## src/rtl/subtractor_rr_sequencer.sv

```systemverilog
`default_nettype none
`timescale 1ns/1ps
// ============================================================================
//  Module   : subtractor_rr_sequencer
//  Purpose  : Shares one 4-bit ripple-borrow subtract slice between two
//             requesters. Computes A - B - Bin one nibble per cycle, LSN
//             first, with the borrow chained through a register. Ties are
//             resolved round-robin against the last-granted requester.
//  Revision : 1.0 - initial release
// ============================================================================
module subtractor_rr_sequencer #(
  parameter int NIBBLES = 4
) (
  input  logic                   clk,
  input  logic                   rst,
  input  logic                   req0_valid,
  output logic                   req0_ready,
  input  logic [4*NIBBLES-1:0]   req0_A,
  input  logic [4*NIBBLES-1:0]   req0_B,
  input  logic                   req0_Bin,
  input  logic                   req1_valid,
  output logic                   req1_ready,
  input  logic [4*NIBBLES-1:0]   req1_A,
  input  logic [4*NIBBLES-1:0]   req1_B,
  input  logic                   req1_Bin,
  output logic                   res_valid,
  input  logic                   res_ready,
  output logic [4*NIBBLES-1:0]   res_D,
  output logic                   res_Bout,
  output logic                   res_id,
  output logic                   busy
);

  localparam int c_w  = 4 * NIBBLES;
  localparam int c_kw = (NIBBLES > 1) ? $clog2(NIBBLES) : 1;
  localparam logic [c_kw-1:0] c_last_k = c_kw'(NIBBLES - 1);

  typedef enum logic [1:0] {
    S_IDLE = 2'd0,
    S_RUN  = 2'd1,
    S_DONE = 2'd2
  } state_t;

  state_t            r_state;
  logic [c_kw-1:0]   r_k;
  logic              r_borrow;
  logic              r_last;
  logic [c_w-1:0]    r_a;
  logic [c_w-1:0]    r_b;
  logic [c_w-1:0]    r_res_d;
  logic              r_res_bout;
  logic              r_res_id;
  logic              r_res_valid;
  logic              r_busy;

  logic              w_idle;
  logic              w_gid;
  logic              w_accept;
  logic [c_w-1:0]    w_sel_a;
  logic [c_w-1:0]    w_sel_b;
  logic              w_sel_bin;
  logic [3:0]        w_a_nib;
  logic [3:0]        w_b_nib;
  logic [4:0]        w_diff;
  logic [c_kw+1:0]   w_bit_idx;

  // Grant selection: a lone valid wins; on a tie the requester that was not
  // granted last time wins. Ready is gated by reset so it reads 0 in reset.
  assign w_idle     = (r_state == S_IDLE);
  assign w_gid      = (req0_valid && req1_valid) ? ~r_last : req1_valid;
  assign req0_ready = ~rst & w_idle & req0_valid & ~w_gid;
  assign req1_ready = ~rst & w_idle & req1_valid &  w_gid;
  assign w_accept   = req0_ready | req1_ready;

  assign w_sel_a    = w_gid ? req1_A   : req0_A;
  assign w_sel_b    = w_gid ? req1_B   : req0_B;
  assign w_sel_bin  = w_gid ? req1_Bin : req0_Bin;

  // The shared 4-bit slice; bit 4 of the 5-bit difference is the borrow-out.
  assign w_bit_idx  = {r_k, 2'b00};
  assign w_a_nib    = r_a[w_bit_idx +: 4];
  assign w_b_nib    = r_b[w_bit_idx +: 4];
  assign w_diff     = {1'b0, w_a_nib} - {1'b0, w_b_nib} - {4'b0000, r_borrow};

  assign res_valid  = r_res_valid;
  assign res_D      = r_res_d;
  assign res_Bout   = r_res_bout;
  assign res_id     = r_res_id;
  assign busy       = r_busy;

  // Sequencer FSM: accept in IDLE, one nibble per RUN cycle, hold in DONE.
  always_ff @(posedge clk or posedge rst) begin
    if (rst) begin
      r_state     <= S_IDLE;
      r_k         <= '0;
      r_borrow    <= 1'b0;
      r_last      <= 1'b1;
      r_a         <= '0;
      r_b         <= '0;
      r_res_d     <= '0;
      r_res_bout  <= 1'b0;
      r_res_id    <= 1'b0;
      r_res_valid <= 1'b0;
      r_busy      <= 1'b0;
    end else begin
      case (r_state)
        S_IDLE: begin
          if (w_accept) begin
            r_a      <= w_sel_a;
            r_b      <= w_sel_b;
            r_borrow <= w_sel_bin;
            r_res_id <= w_gid;
            r_last   <= w_gid;
            r_k      <= '0;
            r_busy   <= 1'b1;
            r_state  <= S_RUN;
          end
        end
        S_RUN: begin
          r_res_d[w_bit_idx +: 4] <= w_diff[3:0];
          r_borrow                <= w_diff[4];
          if (r_k == c_last_k) begin
            r_res_bout  <= w_diff[4];
            r_res_valid <= 1'b1;
            r_k         <= '0;
            r_state     <= S_DONE;
          end else begin
            r_k <= r_k + c_kw'(1);
          end
        end
        S_DONE: begin
          if (res_ready) begin
            r_res_valid <= 1'b0;
            r_busy      <= 1'b0;
            r_state     <= S_IDLE;
          end
        end
        default: begin
          r_state <= S_IDLE;
        end
      endcase
    end
  end

endmodule
`default_nettype wire

```

## config.mk

```make
export PLATFORM = sky130hd
export DESIGN_NAME = subtractor_rr_sequencer
export DESIGN_NICKNAME = d
export VERILOG_FILES = /design/src/rtl/subtractor_rr_sequencer.sv
export SDC_FILE = /design/constraint.sdc
export NUM_CORES = 1
export LEC_CHECK = 0
export ABC_CLOCK_PERIOD_IN_PS = 2700
export BUFFER_PORTS_ARGS = -buffer_cell sky130_fd_sc_hd__buf_4
export CAP_MARGIN = 20
export CORE_UTILIZATION = 40
export DETAILED_ROUTE_END_ITERATION = 12
export GPL_ROUTABILITY_DRIVEN = 0
export PLACE_DENSITY = 0.68
export SETUP_SLACK_MARGIN = 0.5
export SLEW_MARGIN = 10
export SYNTH_ARGS = -nofsm -noshare
export SYNTH_HDL_FRONTEND = slang
export SYNTH_SLANG_ARGS = --single-unit
```

## constraint.sdc

```tcl
create_clock -name clk -period 2.7 [get_ports clk]
set_clock_uncertainty 0.15 [all_clocks]
set_input_delay 0.405 -clock clk [delete_from_list [all_inputs] [get_ports clk]]
set_output_delay 0.405 -clock clk [all_outputs]
set_load 0.1 [all_outputs]
```

==> impl_metrics.tcl <==
set metrics [dict create \
    run_status "completed" \
    grtUsageTotal_pct 18.3 \
    synth.distinct_cells 34 \
    die_h_microns 88.2 \
    period_share_pct 90.9 \
    start_util_pct 41.2 \
    setup_tns_ns 0 \
    rsz0062_at_grt "true" \
    avgRoutedWirePerCell_microns 13.0 \
    clk_path_buf_depth 2 \
    cp_max_fo 6 \
    hpwl_microns 4630 \
    ys_top_cells_by_area "dfrtp_1 (48%), mux2i_1 (11%), mux4_2 (6.1%), a21oi_1 (5.7%), nor2_1 (4.3%)" \
    cts_made_buffers 9 \
    crit_path_top_delay_cell "mux4_2" \
    clk_latency_ns 0.34 \
    power_density_nw_per_um2 1400 \
    finalMaxSlewViolations 0 \
    grt_pass1_wl_microns 10700 \
    yosysMostFrequentCell "dfrtp_1" \
    hold_depth 2 \
    crit_required_ns 2.77 \
    power.leakage_nw 1.93 \
    postSynthAreaPerCell_sq_um 10.5 \
    fmax_ghz 0.408 \
    drt_iter0_drc 85 \
    period_needed_ns 2.45 \
    finalNonFillerCells 486 \
    hold_viol 0 \
    start_kind "flip-flop" \
    max_stage_delay_ns 0.52 \
    coreArea_sq_um 7210 \
    grt-ovfl-total 0 \
    vdd_ir_drop_max_v 0.000648 \
    nFillCells 661 \
    max_cap_viol_count 0 \
    synth_area_leader_cell "dfrtp_1" \
    via_per_inst 4.82 \
    grt_antenna_before_repair 0 \
    setup_viol 0 \
    die_width_microns 88.2 \
    relSlewSlack_pct 63.3 \
    seqCellArea_sq_um 1460 \
    firstDrtPassIters 6 \
    synth_area_sq_um 2970 \
    die_area_sq_um 7770 \
    cts_tree "built" \
    multi_input_area_sq_um 1470 \
    drive_gt1_share_pct 39.0 \
    synth-edff-count 0 \
    clock-sinks 58 \
    root_buffer "clkbuf_8" \
    synth-main-ff-cell "dfrtp_1" \
    fin_nets 466 \
    ant_nets 0 \
    syn_to_final_growth_pct 38.1 \
    r2r_cells 9 \
    remaining_drc_errors 0 \
    hp-class "primary input to flip-flop" \
    ys_seq_elements 58 \
    path_clk_slew_ns 0.06 \
    worst_ep_arrival_time_ns 2.53 \
    synth_seq_area_share_pct 48.9 \
    h-tree-depth 3 \
    routed_wl_microns 6320 \
    crit_type "flip-flop to flip-flop" \
    yosysWarningCount 0 \
    ys_async_sr_fraction_pct 100 \
    crit_chain "mux4_2 > inv_2 > fa_2 > inv_2 > fa_2 > nand2_2 > a21oi_2 > xor2_1 > o221a_2" \
    num_rows 31 \
    ios 93 \
    worstMarginPinSlew_ns 0.549 \
    placed_cells 465 \
    n_antenna_cell 0 \
    grt_start_max_net_pins 69 \
    synthCells 282 \
    synth_top_area_share_pct 48.0 \
    synthTopCellsByCount "dfrtp_1 (57), a21oi_1 (34), nor2_1 (34), mux2i_1 (33), nand2_1 (29)" \
    vias 2343 \
    synth_nets 365 \
    port_buffers 92 \
    cp-end-kind "flip-flop" \
    grt_pass1_vias 2307 \
]
## final timing paths
| check | from | endpoint | slack (ns) |
|---|---|---|---|
| max in group asynchronous | rst | r_k[1] | 1.45 |
| worst max-delay path | r_k[0] | r_borrow | 0.25 |
| min in group asynchronous | rst | res_id | 0.57 |
| worst max register to register | r_k[0] | r_borrow | 0.25 |
| worst min-delay path | res_ready | r_state[1] | 0.13 |
| worst min register to register | res_D[0] | res_D[0] | 0.33 |
## area by class of cell
cell class / instances / area share (%)
clock buffers: 12 / 3.54
clock inverters: 3 / 0.976
inverters: 14 / 1.28
multi-input cells: 196 / 35.9
flip-flops and latches: 58 / 35.5
well taps: 99 / 3.02
repair buffers: 104 / 19.8
## flip-flops by register name, summed over array words and instances (netlist names)
| name | flops |
|---|---|
| res_id | 1 |
| r_b | 16 |
| r_a | 16 |
| busy | 1 |
| res_D | 16 |
| r_state | 2 |
| r_borrow | 1 |
| r_k | 2 |
| res_valid | 1 |
| res_Bout | 1 |
| r_last | 1 |
## metal layers
| layer | share of wire [%] | wire length [microns] | global-route usage (%) |
|---|---|---|---|
| met1 | 46 | 2880 | 24.6 |
| met2 | 49 | 3100 | 29.2 |
| met3 | 4.6 | 291 | 4.34 |
| met4 | 0.87 | 55 | 6.60 |
| met5 | 0 | 0 | 0 |
## kinds of logic after synthesis
logic type	share of synthesized area, %
and+or+nand+nor	10.7
AOI/OAI and AO/OA	11.8
DFF	48.9
muxes	17.6
buffers and inverters	4.38
adders and majority gates	5.56
xor gates and xnor gates	1.14
## timing repair
item / in CTS / in global routing
hold buffers: 1 / 0
gates resized for setup: 6 / 10
pin swaps: 4 / 1
setup endpoints to repair: 15 / 18
cloned: 0 / 0
endpoints found under the hold margin: 23 / 0
buffers inserted: 4 / 1
## layout by cell type, fill, tap and decap left out, types with 2 or more instances in the layout
cell / instances
clkbuf_8: 10
mux4_2: 8
buf_4: 100
a21o_1: 2
o21ai_2: 3
fa_2: 2
nand3_1: 2
buf_12: 2
a21oi_1: 33
nand2b_1: 3
ha_1: 8
mux2i_1: 33
clkbuf_1: 2
a21oi_2: 2
o21ai_0: 8
nand2_1: 28
inv_1: 10
clkinv_2: 2
dfrtp_2: 2
dfrtp_1: 55
inv_2: 4
o21ai_1: 10
nor2_1: 33
## per-stage QoR
step	power, mW	setup slack (ns)	hold slack, ns	util (%)	area, sq um
2_1_floorplan	3.88	0.197	0.313	-	2990
3_3_place_gp	4.57	0.189	0.315	52.8	3810
3_5_place_dp	4.65	0.136	0.322	52.8	3810
4_1_cts	5.61	0.231	0.125	56.2	4050
6_report	5.74	0.246	0.128	56.9	4100
5_1_grt	6.15	0.171	0.130	56.9	4100
## critical path, delay by kind of cell, from the launching register on
kind / cells / cell delay (ns)
adders and majority gates: 2 / 0.57
muxes: 1 / 0.52
DFF: 1 / 0.43
AOI/OAI and AO/OA: 2 / 0.33
xor gates and xnor gates: 1 / 0.15
buffers and inverters: 2 / 0.12
and+or+nand+nor: 1 / 0.07
## where the power goes
| part | internal, mW | switching [mW] | total (mW) | leakage (nW) |
|---|---|---|---|---|
| combinational | 1.32 | 2.14 | 3.46 | 1.16 |
| sequential | 1.25 | 0.252 | 1.50 | 0.682 |
| clock | 0.444 | 0.330 | 0.773 | 0.0962 |
| total | 3.01 | 2.72 | 5.74 | 1.93 |
(Power assumes the default switching activity.)
